$ cat src/rtl/matrix_preset_scanner_if.sv
`default_nettype none
// +--------------------------------------------------------------------------+
// | matrix_preset_scanner_if                                                 |
// | Control, pattern-write and matrix-drive signals of the preset scanner.   |
// | Revision: 1.0                                                            |
// +--------------------------------------------------------------------------+
interface matrix_preset_scanner_if #(
   parameter int COLS  = 5,
   parameter int ROWS  = 7,
   parameter int SEL_W = 2
);
   localparam int c_ROW_W = (ROWS > 1) ? $clog2(ROWS) : 1;

   logic               en;
   logic [SEL_W-1:0]   sel_in;
   logic               blink_en;
   logic               wr_en;
   logic [SEL_W-1:0]   wr_sel;
   logic [c_ROW_W-1:0] wr_row;
   logic [COLS-1:0]    wr_data;
   logic [ROWS-1:0]    row_oh;
   logic [COLS-1:0]    col_out;
   logic               frame_done;

   modport master (
      output en, sel_in, blink_en, wr_en, wr_sel, wr_row, wr_data,
      input  row_oh, col_out, frame_done
   );

   modport slave (
      input  en, sel_in, blink_en, wr_en, wr_sel, wr_row, wr_data,
      output row_oh, col_out, frame_done
   );
endinterface
`default_nettype wire

$ cat src/rtl/matrix_preset_scanner.sv
`default_nettype none
// +--------------------------------------------------------------------------+
// | matrix_preset_scanner                                                    |
// | Row scanner for NPAT writable LED-matrix presets, with blink and enable. |
// | Revision: 1.0                                                            |
// +--------------------------------------------------------------------------+
module matrix_preset_scanner #(
   parameter int COLS         = 5,
   parameter int ROWS         = 7,
   parameter int SEL_W        = 2,
   parameter int DIV          = 4,
   parameter int BLINK_FRAMES = 2
) (
   input  wire logic              clk,
   input  wire logic              rst_n,
   matrix_preset_scanner_if.slave bus
);
   localparam int c_NPAT  = 2 ** SEL_W;
   localparam int c_ROW_W = (ROWS > 1) ? $clog2(ROWS) : 1;
   localparam int c_PRE_W = (DIV > 1) ? $clog2(DIV) : 1;
   localparam int c_BLK_W = (BLINK_FRAMES > 1) ? $clog2(BLINK_FRAMES) : 1;

   logic [COLS-1:0]    r_mem [c_NPAT][ROWS];
   logic [c_PRE_W-1:0] r_presc;
   logic [c_ROW_W-1:0] r_row_idx;
   logic [SEL_W-1:0]   r_sel_active;
   logic [c_BLK_W-1:0] r_blink_cnt;
   logic               r_blank;
   logic [ROWS-1:0]    r_row_oh;
   logic [COLS-1:0]    r_col_out;
   logic               r_frame_done;

   logic w_tick;
   logic w_last_row;
   logic w_wrap;
   logic w_blink_last;
   logic w_show;
   logic w_wr_ok;

   assign w_tick       = bus.en && (r_presc == c_PRE_W'(DIV - 1));
   assign w_last_row   = (r_row_idx == c_ROW_W'(ROWS - 1));
   assign w_wrap       = w_tick && w_last_row;
   assign w_blink_last = (r_blink_cnt == c_BLK_W'(BLINK_FRAMES - 1));
   assign w_show       = bus.en && !r_blank;
   assign w_wr_ok      = (int'(bus.wr_row) < ROWS);

   // Pattern store; writes are independent of scan state and enable.
   always_ff @(posedge clk or negedge rst_n) begin
      if (!rst_n) begin
         for (int p = 0; p < c_NPAT; p++) begin
            for (int r = 0; r < ROWS; r++) begin
               r_mem[p][r] <= '0;
            end
         end
      end else if (bus.wr_en && w_wr_ok) begin
         r_mem[bus.wr_sel][bus.wr_row] <= bus.wr_data;
      end
   end

   always_ff @(posedge clk or negedge rst_n) begin
      if (!rst_n) begin
         r_presc      <= '0;
         r_row_idx    <= '0;
         r_sel_active <= '0;
         r_blink_cnt  <= '0;
         r_blank      <= 1'b0;
         r_row_oh     <= '0;
         r_col_out    <= '0;
         r_frame_done <= 1'b0;
      end else begin
         if (w_tick) begin
            r_presc   <= '0;
            r_row_idx <= w_last_row ? '0 : r_row_idx + c_ROW_W'(1);
         end else if (bus.en) begin
            r_presc <= r_presc + c_PRE_W'(1);
         end

         r_frame_done <= w_wrap;

         // Pattern switches only at the frame boundary so a frame never tears.
         if (w_wrap) begin
            r_sel_active <= bus.sel_in;
         end

         if (!bus.blink_en) begin
            r_blink_cnt <= '0;
            r_blank     <= 1'b0;
         end else if (w_wrap) begin
            if (w_blink_last) begin
               r_blink_cnt <= '0;
               r_blank     <= ~r_blank;
            end else begin
               r_blink_cnt <= r_blink_cnt + c_BLK_W'(1);
            end
         end

         r_row_oh  <= w_show ? (ROWS'(1) << r_row_idx) : '0;
         r_col_out <= w_show ? r_mem[r_sel_active][r_row_idx] : '0;
      end
   end

   assign bus.row_oh     = r_row_oh;
   assign bus.col_out    = r_col_out;
   assign bus.frame_done = r_frame_done;
endmodule
`default_nettype wire

$ cat src/flat_wrapper.sv
// flat-port wrapper written by rule: the top's interface ports become plain ports
module matrix_preset_scanner_flat 
#(
   parameter int COLS         = 5,
   parameter int ROWS         = 7,
   parameter int SEL_W        = 2,
   parameter int DIV          = 4,
   parameter int BLINK_FRAMES = 2
)
  (clk, rst_n, bus_en, bus_sel_in, bus_blink_en, bus_wr_en, bus_wr_sel, bus_wr_row, bus_wr_data, bus_row_oh, bus_col_out, bus_frame_done);
  matrix_preset_scanner_if #(.COLS(COLS), .ROWS(ROWS), .SEL_W(SEL_W)) bus_i ();
  input  wire logic clk;
  input  wire logic rst_n;
  input wire logic [$bits(bus_i.en)-1:0] bus_en;
  input wire logic [$bits(bus_i.sel_in)-1:0] bus_sel_in;
  input wire logic [$bits(bus_i.blink_en)-1:0] bus_blink_en;
  input wire logic [$bits(bus_i.wr_en)-1:0] bus_wr_en;
  input wire logic [$bits(bus_i.wr_sel)-1:0] bus_wr_sel;
  input wire logic [$bits(bus_i.wr_row)-1:0] bus_wr_row;
  input wire logic [$bits(bus_i.wr_data)-1:0] bus_wr_data;
  output wire logic [$bits(bus_i.row_oh)-1:0] bus_row_oh;
  output wire logic [$bits(bus_i.col_out)-1:0] bus_col_out;
  output wire logic [$bits(bus_i.frame_done)-1:0] bus_frame_done;
  assign bus_i.en = bus_en;
  assign bus_i.sel_in = bus_sel_in;
  assign bus_i.blink_en = bus_blink_en;
  assign bus_i.wr_en = bus_wr_en;
  assign bus_i.wr_sel = bus_wr_sel;
  assign bus_i.wr_row = bus_wr_row;
  assign bus_i.wr_data = bus_wr_data;
  assign bus_row_oh = bus_i.row_oh;
  assign bus_col_out = bus_i.col_out;
  assign bus_frame_done = bus_i.frame_done;
  matrix_preset_scanner #(.COLS(COLS), .ROWS(ROWS), .SEL_W(SEL_W), .DIV(DIV), .BLINK_FRAMES(BLINK_FRAMES)) u_core (.clk(clk), .rst_n(rst_n), .bus(bus_i));
endmodule
$ cat config.mk
export PLATFORM = sky130hd
export DESIGN_NAME = matrix_preset_scanner_flat
export DESIGN_NICKNAME = d
export VERILOG_FILES = /design/src/rtl/matrix_preset_scanner_if.sv /design/src/rtl/matrix_preset_scanner.sv /design/src/flat_wrapper.sv
export SDC_FILE = /design/constraint.sdc
export NUM_CORES = 1
export LEC_CHECK = 0
export CORE_AREA = 4 4 138 140
export DETAILED_ROUTE_END_ITERATION = 8
export DIE_AREA = 0 0 142 144
export PLACE_DENSITY_LB_ADDON = 0.12
export SYNTH_ARGS = -nofsm -noshare
export SYNTH_HDL_FRONTEND = slang
export SYNTH_SLANG_ARGS = --single-unit
export TNS_END_PERCENT = 10
$ cat constraint.sdc
create_clock -name clk -period 4.19 [get_ports clk]
set_input_delay 0.838 -clock clk [delete_from_list [all_inputs] [get_ports clk]]
set_output_delay 0.838 -clock clk [all_outputs]
set_load 0.03 [all_outputs]
Yosys cells after proc, flatten, opt, wreduce, memory -nomap -nowiden
Index checks and enable logic that the tools add are counted.
{"block": "totals", "regBits": 162, "input_bits": 17, "output_inout_bits": 13, "wordCells": 87}
{"block": "classes", "add_sub_neg": 3, "magnitude_cmp": 7, "eq_ne": 4, "shifts": 1, "n_mux": 22, "n_bitwise": 5, "reduce_logical": 9}
{"operator": "bitwise mux 140 bit", "n": 1}
{"operator": "two-way mux 35 bit", "n": 3}
{"operator": "binary-select mux 35 bit (select 2 bit)", "n": 1}
{"operator": "demux 35 bit (select 2 bit)", "n": 1}
{"operator": "two-way mux 5 bit", "n": 4}
{"operator": "binary-select mux 5 bit (select 3 bit)", "n": 1}
{"operator": "demux 5 bit (select 3 bit)", "n": 1}
{"operator": ">= comparator 4 bit, second input constant", "n": 2}
{"operator": "NOT 3 -> 4 bit", "n": 2}
{"operator": "two-way mux 7 bit", "n": 1}
{"operator": "<< shifter 1 x 3 -> 7 bit, first input constant", "n": 1}
{"operator": ">= comparator 3 bit, second input constant", "n": 2}
{"operator": "logical AND 1 bit", "n": 6}
{"operator": "two-way mux 1 bit", "n": 6}
{"operator": "NOT 2 -> 3 bit", "n": 2}
{"operator": "< comparator 4 x 1 -> 1 bit, second input constant", "n": 1}
{"operator": "two-way mux 2 bit", "n": 2}
{"operator": "inequality test 2 x 1 -> 1 bit, second input constant", "n": 2}
{"operator": "adder 3 x 1 -> 3 bit, second input constant", "n": 1}
{"operator": "equality test 3 bit, second input constant", "n": 1}
{"operator": "< comparator 3 x 1 -> 1 bit, second input constant", "n": 1}
{"operator": "< comparator 3 bit, second input constant", "n": 1}
{"operator": "two-way mux 3 bit", "n": 1}
{"operator": "adder 2 x 1 -> 2 bit, second input constant", "n": 1}
{"operator": "other kinds (6)", "n": 6}

Longest topological paths before layout
{"block": "depth", "ltp_word": 8, "mapped_depth": 6, "ltp_nobuf": 5}

Least setup slack after synthesis
Ideal clock, no wire load.
{"block": "synth_timing", "path_kind": "input -> register", "startpoint": "in bus_wr_row[1]", "endpoint": "reg u_core.r_mem[30] (netlist name)", "setup_time_ns": 0.125, "t_arrival_ns": 1.907, "required_ns": 4.065, "path_slack_ns": 2.158, "cell_stages": 4, "n_path_buf": 1, "cell_sequence": "nor4b_2 -> and3_1 -> clkbuf_1 -> mux2_2"}
{"block": "synth_between", "elab_chain_len": 8, "elab_cells_between_ends": 11, "cone_classes": "order compare (3); mux (5); bitwise (1); reduce/logical (2)"}
{"element": "start: declaration", "line": "flat_wrapper.sv:19", "rtl": "input wire logic [$bits(bus_i.wr_row)-1:0] bus_wr_row;"}
{"element": "NOT 3 -> 4 bit (not written as such)", "line": "matrix_preset_scanner.sv:56", "rtl": "r_mem[bus.wr_sel][bus.wr_row] <= bus.wr_data;"}
{"element": ">= comparator 4 bit (not written as such) / < comparator 4 x 1 -> 1 bit (equally long branches)", "line": "matrix_preset_scanner.sv:56"}
{"element": "logical AND 1 bit (not written as such)", "line": "matrix_preset_scanner.sv:56"}
{"element": "two-way mux 5 bit (not written as such)", "line": "matrix_preset_scanner.sv:56"}
{"element": "demux 5 bit (select 3 bit)", "line": "matrix_preset_scanner.sv:56"}
{"element": "two-way mux 35 bit (not written as such)", "line": "matrix_preset_scanner.sv:56"}
{"element": "demux 35 bit (select 2 bit)", "line": "matrix_preset_scanner.sv:56"}
{"element": "bitwise mux 140 bit", "line": "matrix_preset_scanner.sv:56"}
{"element": "end signal: indexed assignment", "line": "matrix_preset_scanner.sv:56"}
{"element": "end: declaration", "line": "matrix_preset_scanner.sv:23", "rtl": "logic [COLS-1:0] r_mem [c_NPAT][ROWS];"}
Parallel ways exist; a longest one is shown, timed or not.
A chain may end at the register's enable or synchronous reset.

Worst setup path in the final report
{"block": "layout_timing", "startpoint": "in bus_wr_sel[1]", "endpoint": "reg u_core.r_mem[50] (netlist name)"}
{"block": "layout_between", "elab_chain_len": 6, "elab_cells_between_ends": 7, "cone_classes": "order compare (2); mux (3); bitwise (1); reduce/logical (1)"}
{"element": "start: declaration", "line": "flat_wrapper.sv:18", "rtl": "input wire logic [$bits(bus_i.wr_sel)-1:0] bus_wr_sel;"}
{"element": "NOT 2 -> 3 bit (not written as such) (*)", "line": "matrix_preset_scanner.sv:56"}
{"element": ">= comparator 3 bit (not written as such) / < comparator 3 x 1 -> 1 bit (equally long branches)", "line": "matrix_preset_scanner.sv:56"}
{"element": "logical AND 1 bit (not written as such)", "line": "matrix_preset_scanner.sv:56"}
{"element": "two-way mux 35 bit (not written as such)", "line": "matrix_preset_scanner.sv:56"}
{"element": "demux 35 bit (select 2 bit) (*)", "line": "matrix_preset_scanner.sv:56"}
{"element": "bitwise mux 140 bit (*)", "line": "matrix_preset_scanner.sv:56"}
Mark *: on every way between the ends. The rest lies on a longest branch, timed or not.

==> flow_metrics.env <==
export IMPL_outcome="finished clean"
export IMPL_startpoint_type="input pin"
export IMPL_finalInstanceArea_um2=8431
export IMPL_drt_iter0_markers=158
export IMPL_grt_pass1_wl_um=25960
export IMPL_grt_setup_unrepaired="false"
export IMPL_clock_latency_ns=0.42
export IMPL_synth_area_um2=7318
export IMPL_slew_headroom=0.2309
export IMPL_vias=4158
export IMPL_drive_gt1_frac=0.4035
export IMPL_ir_worst_vdd_mv=0.3748
export IMPL_cts_tree="yes"
export IMPL_post_cts_repair_setup_buffers=0
export IMPL_first_pass_iters=4
export IMPL_cts_buffer_depth=2
export IMPL_setup_viol=0
export IMPL_antenna_found_initial=0
export IMPL_ys_seq_area_frac=0.5539
export IMPL_p_leak_nw=3.659
export IMPL_syn_avg_cell_area_um2=15.12
export IMPL_diodes=0
export IMPL_num_rows=49
export IMPL_power_density_nw_per_um2=601.3
export IMPL_ant_nets=0
export IMPL_cts_hold_buf=0
export IMPL_fp_coreArea_um2=17840
export IMPL_worst_endpoint_required_ns=4.49
export IMPL_place_hpwl_um=10770
export IMPL_wl_per_cell_um=21.54
export IMPL_grt_max_degree=90
export IMPL_htreeDepth=4
export IMPL_io_buffers=29
export IMPL_placed_area_um2=7780
export IMPL_cts_made_buffers=17
export IMPL_cts_sinks=162
export IMPL_hp_class="input pin to async pin"
export IMPL_p_total_mw=5.069
export IMPL_synth_seq_cells=162
export IMPL_multiInputGateArea_um2=3103
export IMPL_dieArea_um2=20450
export IMPL_fill_cells=1510
export IMPL_gp_congestion=0.7369
export IMPL_syn_nets=503
export IMPL_post_cts_resize_count=0
export IMPL_io_pins=30
export IMPL_cts_root_buf="clkbuf_16"
export IMPL_grt_pass1_vias=4450
export IMPL_syn2layout_area_growth_pct=15.20
export IMPL_crit_fanout=8
export IMPL_critical_path_max_stage_delay_ns=0.60
export IMPL_drcViolationCount=0
export IMPL_ys_types=36
export IMPL_setup_tns_ns=0
export IMPL_cp_end_kind="register"
export IMPL_slew_violations=0
export IMPL_path_clk_slew_ns=0.06
export IMPL_tightestPinTransition_ns=1.150
export IMPL_totalWireLength_um=16090
export IMPL_start_util=0.4102
export IMPL_nets=525
export IMPL_min_period_ns=2.586
export IMPL_hold_viol_final=0
export IMPL_skew_ns=0.007600
export IMPL_synth_cells=484
export IMPL_synth_warning_count=0
export IMPL_drv_cap=0
export IMPL_path_cells="clkdlybuf4s50_1 > nor2b_1 > nand2_1 > nor2_1 > mux2_2"
export IMPL_regArea_um2=4056
export IMPL_arrival_ns=2.88
export IMPL_final_util=0.4725
export IMPL_die_height_um=144
export IMPL_crit_type="input pin to register"
export IMPL_fmax_mhz=386.6
export IMPL_crit_path_top_delay_cell="clkdlybuf4s50_1"
export IMPL_track_usage=0.1707
export IMPL_grt_overflow_total=0
export IMPL_fin_crit_sh=0.6173
export IMPL_dieWidth_um=142
export IMPL_hold_slack_ns=0.4821
export IMPL_via_per_inst=5.566
layout make-up:
type                    count  area share
well taps                 229     0.03399
flip-flops and latches    162      0.4812
clock buffers              22     0.05625
clock inverters             9     0.02093
multi-input cells         291      0.3681
inverters                   2   0.0008905
repair buffers             32     0.03874
cells in the final DEF, fill, tap and decap left out, types with 3 or more instances in the layout:
master,Yosys,final
a21oi_1,6,6
a22oi_1,6,6
and2_1,4,4
bufinv_16,0,5
clkbuf_16,0,17
clkbuf_8,0,3
clkdlybuf4s50_1,0,28
dfrtp_1,162,160
mux2_2,144,144
mux2i_1,8,8
mux4_1,7,7
mux4_2,28,28
nand2_1,17,17
nand3_1,8,8
nand3b_1,4,4
nor2_1,22,22
nor2b_1,4,4
nor3_1,3,3
o22ai_1,4,4
or2_1,4,4
metrics by stage:
step	std cells	setup slack [ns]
final	747	1.604
after detailed placement	716	1.168
after global routing	747	1.503
after floorplan	484	2.158
after global placement	716	1.192
after CTS	747	1.602
logic make-up after synthesis:
kind of cell    share of synthesized area
mux                                0.3438
flops                              0.5539
simple gates                      0.05385
buf+inv                           0.02205
compound gates                    0.02052
xor+xnor                         0.002394
fa+ha+maj                        0.003419
worst max-delay path: cells and delay by family:
family	cells	cell delay [ns]
and+or+nand+nor	3	1.04
muxes	1	0.40
buffers and inverters	1	0.60
Yosys cell counts (all sizes together):
cell	n	area [µm²]
nand3b	4	30.03
mux4	35	814.5
nand3	8	40.04
xnor2	1	8.760
o22ai	4	25.02
nor4b	1	15.01
a21o	1	7.510
o21ai	2	10.01
nor3	3	15.01
mux2	144	1622
and4bb	1	12.51
nand2b	2	12.51
nand4	2	12.51
buf	9	78.82
a22o	2	17.52
or2	4	25.02
a211oi	1	7.510
ha	2	25.02
a22oi	6	45.04
o21bai	1	7.510
a21oi	6	30.03
mux2i	8	80.08
nor2	22	82.58
and3	2	12.51
nand2	17	63.81
dfrtp	162	4054
clkbuf	20	75.07
inv	2	7.510
xor2	1	8.760
nor3b	2	15.01
nor2b	4	25.02
and2b	1	7.510
and2	4	25.02
power breakdown:
part	total (mW)	switching (mW)	internal (mW)
Clock	1.70	0.596	1.10
Combinational	1.18	0.517	0.667
Sequential	2.19	0.293	1.89
Total	5.07	1.41	3.66
state kept, by name, indices dropped and copies added, names as in the netlist:
name	flops
u_core.bus.col_out	5
u_core.bus.frame_done	1
u_core.bus.row_oh	7
u_core.r_blank	1
u_core.r_blink_cnt	1
u_core.r_mem	140
u_core.r_presc	2
u_core.r_row_idx	3
u_core.r_sel_active	2
layer usage:
metal | up-vias | share of wire | track usage
met5 | - | 0 | 0
met3 | 13 | 0.032 | 0.03968
met2 | 74 | 0.50 | 0.2827
li1 | 1851 | - | -
met4 | 0 | 0.013 | 0.05303
met1 | 2220 | 0.46 | 0.2248
final timing paths:
check,start,endpoint,slack (ns),cells after the start
worst max-delay path,bus_wr_sel[1],u_core.r_mem[50]$_DFFE_PN0P_,1.60,5
worst min-delay path,rst_n,u_core.r_mem[115]$_DFFE_PN0P_,0.48,1
worst max register to register,u_core.r_sel_active[0]$_DFFE_PN0P_,u_core.bus.col_out[0]$_DFF_PN0_,1.69,5
worst min register to register,u_core.r_mem[139]$_DFFE_PN0P_,u_core.r_mem[139]$_DFFE_PN0P_,0.50,1
max in group asynchronous,rst_n,u_core.r_mem[50]$_DFFE_PN0P_,2.81,2
min in group clk,u_core.r_mem[139]$_DFFE_PN0P_,u_core.r_mem[139]$_DFFE_PN0P_,0.50,1
No activity file was read; power rests on OpenSTA's default activity.
